--- config.mk ---
export PLATFORM = sky130hd
export DESIGN_NAME = sync_fifo_thresh
export DESIGN_NICKNAME = d
export VERILOG_FILES = /design/src/rtl/sync_fifo_thresh.sv
export SDC_FILE = /design/constraint.sdc
export NUM_CORES = 1
export LEC_CHECK = 0
export ABC_AREA = 1
export CAP_MARGIN = 40
export CORE_MARGIN = 1.5
export CORE_UTILIZATION = 45
export DETAILED_ROUTE_END_ITERATION = 12
export SLEW_MARGIN = 40
export SYNTH_ARGS = -nofsm -noshare
export SYNTH_HDL_FRONTEND = slang
export SYNTH_SLANG_ARGS = --single-unit
--- constraint.sdc ---
create_clock -name clk -period 11.14 [get_ports clk]
set_clock_uncertainty 0.2 [all_clocks]
set_input_delay 2.228 -clock clk [delete_from_list [all_inputs] [get_ports clk]]
set_output_delay 2.228 -clock clk [all_outputs]
set_load 0.01 [all_outputs]
--- src/rtl/sync_fifo_thresh.sv ---
`default_nettype none
// +--------------------------------------------------------------------------+
// | Module      : sync_fifo_thresh                                           |
// | Description : Single-clock register FIFO (full 2^ADDR_WIDTH depth) with  |
// |               occupancy count, almost-full/almost-empty thresholds,      |
// |               sticky overflow/underflow flags and synchronous flush.     |
// |               Define SYNC_FIFO_FWFT_EN for first-word fall-through reads.|
// | Revision    : 1.0  initial release                                       |
// +--------------------------------------------------------------------------+
module sync_fifo_thresh #(
    parameter int DATA_WIDTH    = 8,
    parameter int ADDR_WIDTH    = 4,
    parameter int AFULL_THRESH  = (1 << ADDR_WIDTH) - 2,
    parameter int AEMPTY_THRESH = 2
) (
    input  logic                  clk,
    input  logic                  reset,
    input  logic                  clear,
    input  logic                  wr_en,
    input  logic [DATA_WIDTH-1:0] wr_data,
    input  logic                  rd_en,
    output logic [DATA_WIDTH-1:0] rd_data,
    output logic                  rd_valid,
    output logic                  full,
    output logic                  empty,
    output logic                  almost_full,
    output logic                  almost_empty,
    output logic [ADDR_WIDTH:0]   count,
    output logic                  overflow,
    output logic                  underflow
);

    localparam int                DEPTH      = 1 << ADDR_WIDTH;
    localparam logic [ADDR_WIDTH:0] DEPTH_CNT  = DEPTH[ADDR_WIDTH:0];
    localparam logic [ADDR_WIDTH:0] AFULL_LVL  = AFULL_THRESH[ADDR_WIDTH:0];
    localparam logic [ADDR_WIDTH:0] AEMPTY_LVL = AEMPTY_THRESH[ADDR_WIDTH:0];

    logic [DATA_WIDTH-1:0] mem_q [DEPTH];
    logic [ADDR_WIDTH-1:0] wr_ptr_q, wr_ptr_d;
    logic [ADDR_WIDTH-1:0] rd_ptr_q, rd_ptr_d;
    logic [ADDR_WIDTH:0]   count_q, count_d;
    logic                  ovf_q, ovf_d;
    logic                  udf_q, udf_d;
    logic                  rd_accept;
    logic                  wr_accept;

    assign full         = (count_q == DEPTH_CNT);
    assign empty        = (count_q == '0);
    assign almost_full  = (count_q >= AFULL_LVL);
    assign almost_empty = (count_q <= AEMPTY_LVL);
    assign count        = count_q;
    assign overflow     = ovf_q;
    assign underflow    = udf_q;

    // A pop in the same cycle frees the slot, so a full FIFO can still take a write.
    assign rd_accept = !clear && rd_en && !empty;
    assign wr_accept = !clear && wr_en && (!full || rd_accept);

    always_comb begin
        wr_ptr_d = wr_ptr_q;
        rd_ptr_d = rd_ptr_q;
        count_d  = count_q;
        ovf_d    = ovf_q;
        udf_d    = udf_q;
        if (clear) begin
            wr_ptr_d = '0;
            rd_ptr_d = '0;
            count_d  = '0;
            ovf_d    = 1'b0;
            udf_d    = 1'b0;
        end else begin
            if (wr_accept) wr_ptr_d = wr_ptr_q + 1'b1;
            if (rd_accept) rd_ptr_d = rd_ptr_q + 1'b1;
            case ({wr_accept, rd_accept})
                2'b10:   count_d = count_q + 1'b1;
                2'b01:   count_d = count_q - 1'b1;
                default: count_d = count_q;
            endcase
            if (wr_en && !wr_accept) ovf_d = 1'b1;
            if (rd_en && !rd_accept) udf_d = 1'b1;
        end
    end

    always_ff @(posedge clk or posedge reset) begin
        if (reset) begin
            wr_ptr_q <= '0;
            rd_ptr_q <= '0;
            count_q  <= '0;
            ovf_q    <= 1'b0;
            udf_q    <= 1'b0;
        end else begin
            wr_ptr_q <= wr_ptr_d;
            rd_ptr_q <= rd_ptr_d;
            count_q  <= count_d;
            ovf_q    <= ovf_d;
            udf_q    <= udf_d;
        end
    end

    // Storage is reset so the fall-through read port never shows X after reset.
    always_ff @(posedge clk or posedge reset) begin
        if (reset) begin
            for (int i = 0; i < DEPTH; i++) begin
                mem_q[i] <= '0;
            end
        end else if (wr_accept) begin
            mem_q[wr_ptr_q] <= wr_data;
        end
    end

`ifdef SYNC_FIFO_FWFT_EN
    assign rd_data  = mem_q[rd_ptr_q];
    assign rd_valid = !empty;
`else
    logic [DATA_WIDTH-1:0] rd_data_q, rd_data_d;
    logic                  rd_valid_q, rd_valid_d;

    always_comb begin
        rd_data_d  = rd_data_q;
        rd_valid_d = 1'b0;
        if (rd_accept) begin
            rd_data_d  = mem_q[rd_ptr_q];
            rd_valid_d = 1'b1;
        end
    end

    always_ff @(posedge clk or posedge reset) begin
        if (reset) begin
            rd_data_q  <= '0;
            rd_valid_q <= 1'b0;
        end else begin
            rd_data_q  <= rd_data_d;
            rd_valid_q <= rd_valid_d;
        end
    end

    assign rd_data  = rd_data_q;
    assign rd_valid = rd_valid_q;
`endif

endmodule
`default_nettype wire
Word level (Yosys, flattened, before mapping)
Index checks and enable logic that the tools add are counted.
Widths: inputs -> output; s select.

word-level totals
  output and inout port bits = 20
  bits in registers = 152

cells by class
  order comparisons = 5
  muxes and demuxes = 17
  $add $sub $neg = 4
  eq/ne operators = 3
  bitwise gates (word level) = 2
  reductions and logical operators = 19

operators with widths
  cell                 number
  $bwmux 128           1
  $bmux 8 s4           1
  $demux 8 s4          1
  $mux 8               3
  $mux 4               4
  $ge 5x5->1 const B   2
  $not 4->5            2
  $pmux 5 s2           1
  $add 4x1->4 const B  2
  $reduce_bool 2->1    4
  $logic_and 1x1->1    7
  $add 5x1->5 const B  1
  $eq 5x5->1 const B   1
  $ge 5x4->1 const B   1
  $le 5x2->1 const B   1
  $logic_not 1->1      5
  $logic_not 5->1      1
  $lt 5x1->1 const B   1
  $mux 1               5
  $mux 5               1
  $sub 5x1->5 const B  1
  $reduce_bool 3->1    1
  $eq 2x1->1 const B   1
  $eq 2x2->1 const B   1
  $logic_or 1x1->1     1

Longest topological paths before layout
Gate-level depths: netlist of the first run.

  depth after elaboration = 9
  gate-level depth with buffers = 16
  depth with buffers taken out = 16

Least setup slack after synthesis of the first run
OpenSTA, ideal clock, no wires.

  path kind = input to register
  start = input port clear
  end = register count_q[4] (netlist: count[4])
  buffers on the path = 1
  slack = 7,055 ps
  arrival time = 3,767 ps
  library setup time = 117 ps
  cell stages on the path = 14
  cell sequence = buf_2 nor2_2 nand2_1 inv_2 nand2_1 fa_1 nor3_1 nor2_1 inv_1 nand2_1 nand2_1 inv_1 nand2_1 nand2_1

on the way
  longest elaborated chain between the ends = 8
  elaborated cells on any way between the ends = 11
  classes of those cells = eq/ne: 2; mux: 2; reduce/logical: 7

ends and longest elaborated chain
  what                                             line    text
  start, declared                                  18      input logic clear,
  $logic_not 1->1                                  56, 57
  $logic_and 1x1->1 (2 in a row)                   56      assign rd_accept = !clear && rd_en && !empty;
  $logic_or 1x1->1                                 57      assign wr_accept = !clear && wr_en && (!full || rd_accept);
  $logic_and 1x1->1                                57
  $eq 2x1->1 / $eq 2x2->1 (equally long branches)  74      case ({wr_accept, rd_accept})
  $pmux 5 s2                                       74
  $mux 5                                           65      if (clear) begin
  end signal, assigned                             94      count_q <= count_d;
  end, declared                                    41      logic [ADDR_WIDTH:0] count_q, count_d;

Several ways; a longest one is shown, not always the timed one.
A chain may end at the register's enable or synchronous reset.

Final worst setup path of the first run
Same ends and word-level chain as after synthesis.

==> summary.json, run 1 <==
{
  "cells_and_area": {
    "insertedDiodeCount": 0,
    "layout-drive-gt1-share_pct": 7.40,
    "area_growth_pct": 11.5,
    "fin_nets": 1091,
    "stdcell_area_um2": 8760,
    "n_fill_cell": 1793
  },
  "yosys": {
    "fraction_of_registers_with_async_set_reset_pct": 100,
    "synth_cells": 1076,
    "syn_area_per_cell_um2": 7.30,
    "synth_sequential_area_ratio_pct": 48.4,
    "yosys.cell_count.top_type": "nand2_1",
    "synth_cell_type_count": 29,
    "synth_nets": 1098,
    "synth.cell_area_um2": 7850,
    "synth_top_cell_by_area": "dfrtp_1",
    "synthesis.yosys.warnings": 0,
    "synth_top_cell_area_share_pct": 48.4,
    "synth_enable_flop_cells": 0,
    "synthTopCellsByCount": "nand2_1, nand3_1, dfrtp_1",
    "synthTopCellsByArea": "dfrtp_1, nand2_1, nand3_1",
    "synth_ff_type": "dfrtp_1",
    "ys_ff_latch": 152
  },
  "placement": {
    "place_congestion": 0.841,
    "detailed_place.area_um2": 8210,
    "detailedPlacementHpwl_um": 12700,
    "numPortBuffers": 32
  },
  "die": {
    "core.rowCount": 48,
    "design.portCount": 33,
    "floorplan.die.height_um": 135,
    "die_area_um2": 18300,
    "core_area_um2": 17200,
    "starting_density_pct": 45.7,
    "dieWidth_um": 135
  },
  "detailed_routing": {
    "route.vias.total": 6813,
    "routed_wire_length_per_instance_um": 16.5,
    "post_drt_via_cell_ratio": 5.22,
    "detail-route-antenna-nets": 0,
    "first_iter_violations": 603,
    "detail_route.wirelength_um": 21600,
    "detailedRoute.firstPassIterationCount": 5,
    "detail_route.drc_violations": 0
  },
  "power": {
    "power.share.switching_pct": 29.9,
    "p_leak_nw": 4.69,
    "power_per_cell_area_nw_per_um2": 180,
    "p_int_w": 0.00110,
    "comb_power_share_pct": 19.5,
    "total_switching_power_w": 0.000471,
    "ir_drop_mv": 0.122,
    "seqPwrFrac_pct": 44.8,
    "clock_power_share_pct": 35.7
  },
  "sta": {
    "period_needed_ns": 4.79,
    "fmaxAchievable_mhz": 209,
    "timing_worst_slew_pin_value_ns": 0.841,
    "fin_tns_setup_ns": 0,
    "final_min_period_over_clock_period_pct": 43.0,
    "hold_slack_ns": 0.268,
    "setup_viol": 0,
    "rsz_0062_raised_after_global_routing": "no",
    "maxSlewHeadroom_pct": 43.8,
    "final_max_slew_viol_count": 0,
    "hold_viol_final": 0
  },
  "hold_path": {
    "timing.hold.worst_path_depth": 2,
    "hold_path_class": "reg2reg"
  },
  "global_routing": {
    "global_route.usage.total_pct": 25.4,
    "wire_length_of_the_first_global_routing_pass_um": 35600,
    "grt_remaining_overflow": 0,
    "maximum_number_of_pins_on_one_net_before_global_route_repair": 90,
    "antenna_found_initial": 0,
    "grt_pass1_vias": 6417
  },
  "clocking": {
    "worst_setup_hold_path_clk_slew_ns": 0.06,
    "cts_tree": "done",
    "clk_buf_depth": 2,
    "postCtsSetupRepairBufs": 0,
    "clkLatencyLatePin_ns": 0.42,
    "hold_fix_buffers_at_cts": 0,
    "cts_repair_resize_count": 0,
    "numCtsBuffers": 17,
    "cts_max_level": 4,
    "clockRootBuffer": "clkbuf_16",
    "clock_sinks": 152
  },
  "worst_setup_path": {
    "cp_cell_sequence": "clkdlybuf4s50_1 > nor2_2 > nand2_1 > inv_2 > nand2_1 > inv_1 > ha_1 > inv_1 > o21bai_1 > nor2_1 > nand3_1 > nand2_1 > inv_1 > nand2_1 > nand2_1",
    "critPathSlowestCell": "clkdlybuf4s50_1",
    "worst-path-max-fanout": 13,
    "crit_path_end_kind": "flip-flop",
    "critPathArrivalTime_ns": 4.91,
    "timing.critical_path.from_type": "primary input",
    "critPathMostFrequentCell": "nand2_1",
    "crit_type": "in2reg",
    "slowest_stage_delay_cp_ns": 0.59,
    "r2r.worst_path.cells": 11,
    "critical_path_required_ns": 11.26
  },
  "flow_run": {
    "max_cap_violations": 0
  },
  "outcome": {
    "run_status": "finished, final reports clean"
  }
}
flip-flops by register name, summed over array words and instances, names as in the netlist:
signal     flops
mem_q        128
rd_data        8
count          5
rd_ptr_q       4
wr_ptr_q       4
overflow       1
rd_valid       1
underflow      1
critical path, delay by kind of cell:
kind	cells	cell delay, ns
compound gates	1	0.07
fa+ha+maj	1	0.26
simple gates	8	1.17
buf+inv	5	1.15
stage by stage:
stage	instances	utilization (%)	total power (W)	setup slack, ns
2_1_floorplan	1076	-	0.000915	4.62
3_3_place_gp	1275	47.8	0.00102	5.99
3_5_place_dp	1275	47.8	0.00102	5.89
4_1_cts	1306	51.1	0.00159	6.36
5_1_grt	1306	51.0	0.00167	6.01
6_report	1306	51.0	0.00158	6.35
power by group through the flow:
stage               registers (W)  clock network, W  logic, W
floorplan                0.000709                 0  0.000206
global placement         0.000714                 0  0.000306
CTS                      0.000705          0.000572  0.000310
global route             0.000719          0.000595  0.000352
detailed placement       0.000713                 0  0.000310
finish                   0.000705          0.000562  0.000308
cells by family after synthesis:
logic type                 share of synthesized area [%]
AOI/OAI and AO/OA                                   2.53
xor gates and xnor gates                           0.446
DFF                                                 48.4
adders and majority gates                           1.53
buffers and inverters                               6.68
and+or+nand+nor                                     40.4
cell usage in the layout (no fill, tap or decap), types with 2 or more instances in the layout:
master           count
clkbuf_16           17
inv_1               41
xor2_1               3
clkbuf_1             4
nand3_1            197
a21oi_1              5
o21ai_0             22
nor2_4               4
nand2_1            492
buf_4               11
ha_1                 8
nand2_2             17
nor2_2               5
nor3_1               2
clkinv_2             3
nor2_1              38
clkdlybuf4s50_1     26
buf_2                6
inv_2                4
clkinvlp_4           3
clkbuf_8             2
clkinv_1             4
bufinv_16            2
dfrtp_1            151
o21ai_1              3
area by class of cell:
type	count	area (um2)	area share [%]
tap	225	282	3.21
clock buffer	23	468	5.34
timing repair buffer	44	384	4.39
sequential	152	3800	43.4
clock inverter	8	97.6	1.11
multi-input combinational	804	3530	40.3
inverter	50	195	2.23
path summary, 6_finish.rpt:
kind,slack (ns),end,start
max reg2reg,8.13,rd_data[6]$_DFFE_PP0P_,rd_ptr_q[0]$_DFFE_PP0P_
min reg2reg,0.27,mem_q[116]$_DFFE_PP0P_,mem_q[116]$_DFFE_PP0P_
min in group asynchronous,2.10,mem_q[121]$_DFFE_PP0P_,reset
min,0.27,mem_q[116]$_DFFE_PP0P_,mem_q[116]$_DFFE_PP0P_
max,6.35,count[4]$_DFFE_PP0P_,clear
max in group asynchronous,7.61,mem_q[43]$_DFFE_PP0P_,reset
layer usage:
metal | routed length [um] | up-vias | track usage [%] | share of wire (%)
met5 | 0 | - | 0 | 0
met1 | 10200 | 3230 | 36.6 | 47
li1 | - | 3371 | - | -
met2 | 9910 | 190 | 39.7 | 46
met3 | 1150 | 22 | 4.35 | 5.3
met4 | 314 | 0 | 6.87 | 1.5
Note: power is estimated with default switching activity, not from simulation.
==> run 2: changes to the inputs <==
==> constraint.sdc (replaced) <==
create_clock -name clk -period 4.75 [get_ports clk]
set_clock_uncertainty 0.2 [all_clocks]
set_input_delay 0.95 -clock clk [delete_from_list [all_inputs] [get_ports clk]]
set_output_delay 0.95 -clock clk [all_outputs]
set_load 0.01 [all_outputs]
==> run 2 against run 1 <==
Against the previous run: critical path depth did not move; routed wire length grew 4.7%; global-route usage rose by 1.1 points; combinational power is 140% higher; largest cell class unchanged.
==> summary.json, run 2 (synthesized netlist as in run 1, its figures left out) <==
{
  "global_routing": {
    "grt_pass1_vias": 6539,
    "maximum_number_of_pins_on_one_net_before_global_route_repair": 153,
    "global_route.usage.total_pct": 26.5,
    "wire_length_of_the_first_global_routing_pass_um": 36700,
    "grt_remaining_overflow": 0,
    "antenna_found_initial": 0
  },
  "detailed_routing": {
    "routed_wire_length_per_instance_um": 17.2,
    "detail_route.drc_violations": 0,
    "route.vias.total": 6937,
    "post_drt_via_cell_ratio": 5.29,
    "first_iter_violations": 650,
    "detail_route.wirelength_um": 22600,
    "detailedRoute.firstPassIterationCount": 6,
    "detail-route-antenna-nets": 0
  },
  "cells_and_area": {
    "max_flop_register": "mem_q",
    "fin_nets": 1098,
    "largest_register_ff_count": 128,
    "layout-drive-gt1-share_pct": 8.28,
    "most_common_cell_after_layout_fill_and_taps_aside": "nand2_1",
    "fin_util_pct": 51.7,
    "most-common-layout-cells": "nand2_1, nand3_1, dfrtp_1, inv_1, nor2_1",
    "insertedDiodeCount": 0,
    "area_growth_pct": 13.1
  },
  "power": {
    "seqPwrFrac_pct": 43.8,
    "total_switching_power_w": 0.00112,
    "power_per_cell_area_nw_per_um2": 427,
    "p_leak_nw": 4.76,
    "power.share.switching_pct": 29.5,
    "ir_drop_mv": 0.264,
    "comb_power_share_pct": 19.1,
    "p_total_w": 0.00379,
    "p_int_w": 0.00267,
    "clock_power_share_pct": 37.1
  },
  "sta": {
    "hold_slack_ns": 0.265,
    "final_max_slew_viol_count": 0,
    "timing_worst_slew_pin_value_ns": 0.875,
    "period_needed_ns": 3.52,
    "fin_tns_setup_ns": 0,
    "fmaxAchievable_mhz": 284,
    "rsz_0062_raised_after_global_routing": "no",
    "setup_viol": 0,
    "hold_viol_final": 0,
    "final_min_period_over_clock_period_pct": 74.1,
    "maxSlewHeadroom_pct": 41.5
  },
  "worst_setup_path": {
    "worst-path-max-fanout": 13,
    "regToRegSetupSlack_ns": 1.90,
    "timing.critical_path.from_type": "primary input",
    "reg2reg_to": "count[4]$_DFFE_PP0P_",
    "crit_path_end_kind": "flip-flop",
    "crit_type": "in2reg",
    "critPathArrivalTime_ns": 3.64,
    "r2r.worst_path.cells": 15,
    "timing.rr.start": "count[0]$_DFFE_PP0P_",
    "critical_path_required_ns": 4.87
  },
  "hold_path": {
    "timing.hold.worst_path_depth": 2,
    "hold-path-endpoint": "mem_q[50]$_DFFE_PP0P_",
    "hold_path_class": "reg2reg",
    "worst_hold_startpoint": "mem_q[50]$_DFFE_PP0P_"
  },
  "flow_run": {
    "max_cap_violations": 0
  },
  "clocking": {
    "postCtsSetupRepairBufs": 0,
    "cts_max_level": 4,
    "clk_buf_depth": 2,
    "cts_tree": "done",
    "numCtsBuffers": 17,
    "clock_sinks": 152,
    "clkLatencyLatePin_ns": 0.43,
    "worst_setup_hold_path_clk_slew_ns": 0.06,
    "cts_repair_resize_count": 0,
    "hold_fix_buffers_at_cts": 0,
    "clockRootBuffer": "clkbuf_16"
  },
  "die": {
    "core.rowCount": 48,
    "design.portCount": 33,
    "starting_density_pct": 45.7,
    "dieWidth_um": 135,
    "core_area_um2": 17200,
    "die_area_um2": 18300,
    "floorplan.die.height_um": 135
  },
  "placement": {
    "detailedPlacementHpwl_um": 13600,
    "numPortBuffers": 32,
    "place_congestion": 0.858
  },
  "outcome": {
    "run_status": "finished, final reports clean"
  }
}
run 2: power groups by stage:
stage	logic [W]	clock network, W	registers, W
floorplan	0.000483	0	0.00166
global placement	0.000715	0	0.00168
detailed placement	0.000728	0	0.00168
CTS	0.000729	0.00142	0.00166
global route	0.000828	0.00148	0.00169
finish	0.000725	0.00141	0.00166
run 2: how the worst max path moves through the flow:
stage,from,to,slack (ns),cells after the start
2_1_floorplan,reset,count[0]$_DFFE_PP0P_,1.68,1
3_3_place_gp,clear,count[4]$_DFFE_PP0P_,0.87,14
3_5_place_dp,clear,count[4]$_DFFE_PP0P_,0.78,15
4_1_cts,clear,count[4]$_DFFE_PP0P_,1.24,15
5_1_grt,clear,count[4]$_DFFE_PP0P_,0.98,15
6_report,clear,count[4]$_DFFE_PP0P_,1.23,15
run 2: per-layer routing:
metal | GRT usage [%] | up-vias | part of all wire [%]
li1 | - | 3385 | -
met3 | 4.73 | 26 | 7.1
met1 | 39.3 | 3257 | 46
met5 | 0 | - | 0
met4 | 7.41 | 0 | 1.7
met2 | 39.9 | 269 | 45
run 2: worst max-delay path: stages:
cell,delay [ns]
clkdlybuf4s50_1,0.59
nor2_2,0.28
nand2_1,0.34
inv_2,0.30
nand2_1,0.17
inv_1,0.14
ha_1,0.26
inv_1,0.09
o21bai_1,0.09
nor2_1,0.15
nand3_1,0.09
nand2_1,0.07
inv_1,0.03
nand2_1,0.05
nand2_1,0.05
run 2: layout make-up:
type / instances / area, um2
Sequential cell: 152 / 3800
Clock inverter: 8 / 120
Clock buffer: 22 / 484
Fill cell: 1715 / 8290
Tap cell: 225 / 282
Inverter: 50 / 194
Multi-Input combinational cell: 804 / 3530
Timing Repair Buffer: 51 / 464
run 2: per-stage QoR:
step	instance area, um2	std cells	worst slack (ns)
final	8880	1312	1.23
after global placement	8270	1280	0.870
after global routing	8880	1312	0.982
after CTS	8860	1310	1.24
after floorplan	7860	1076	1.68
after detailed placement	8250	1280	0.780
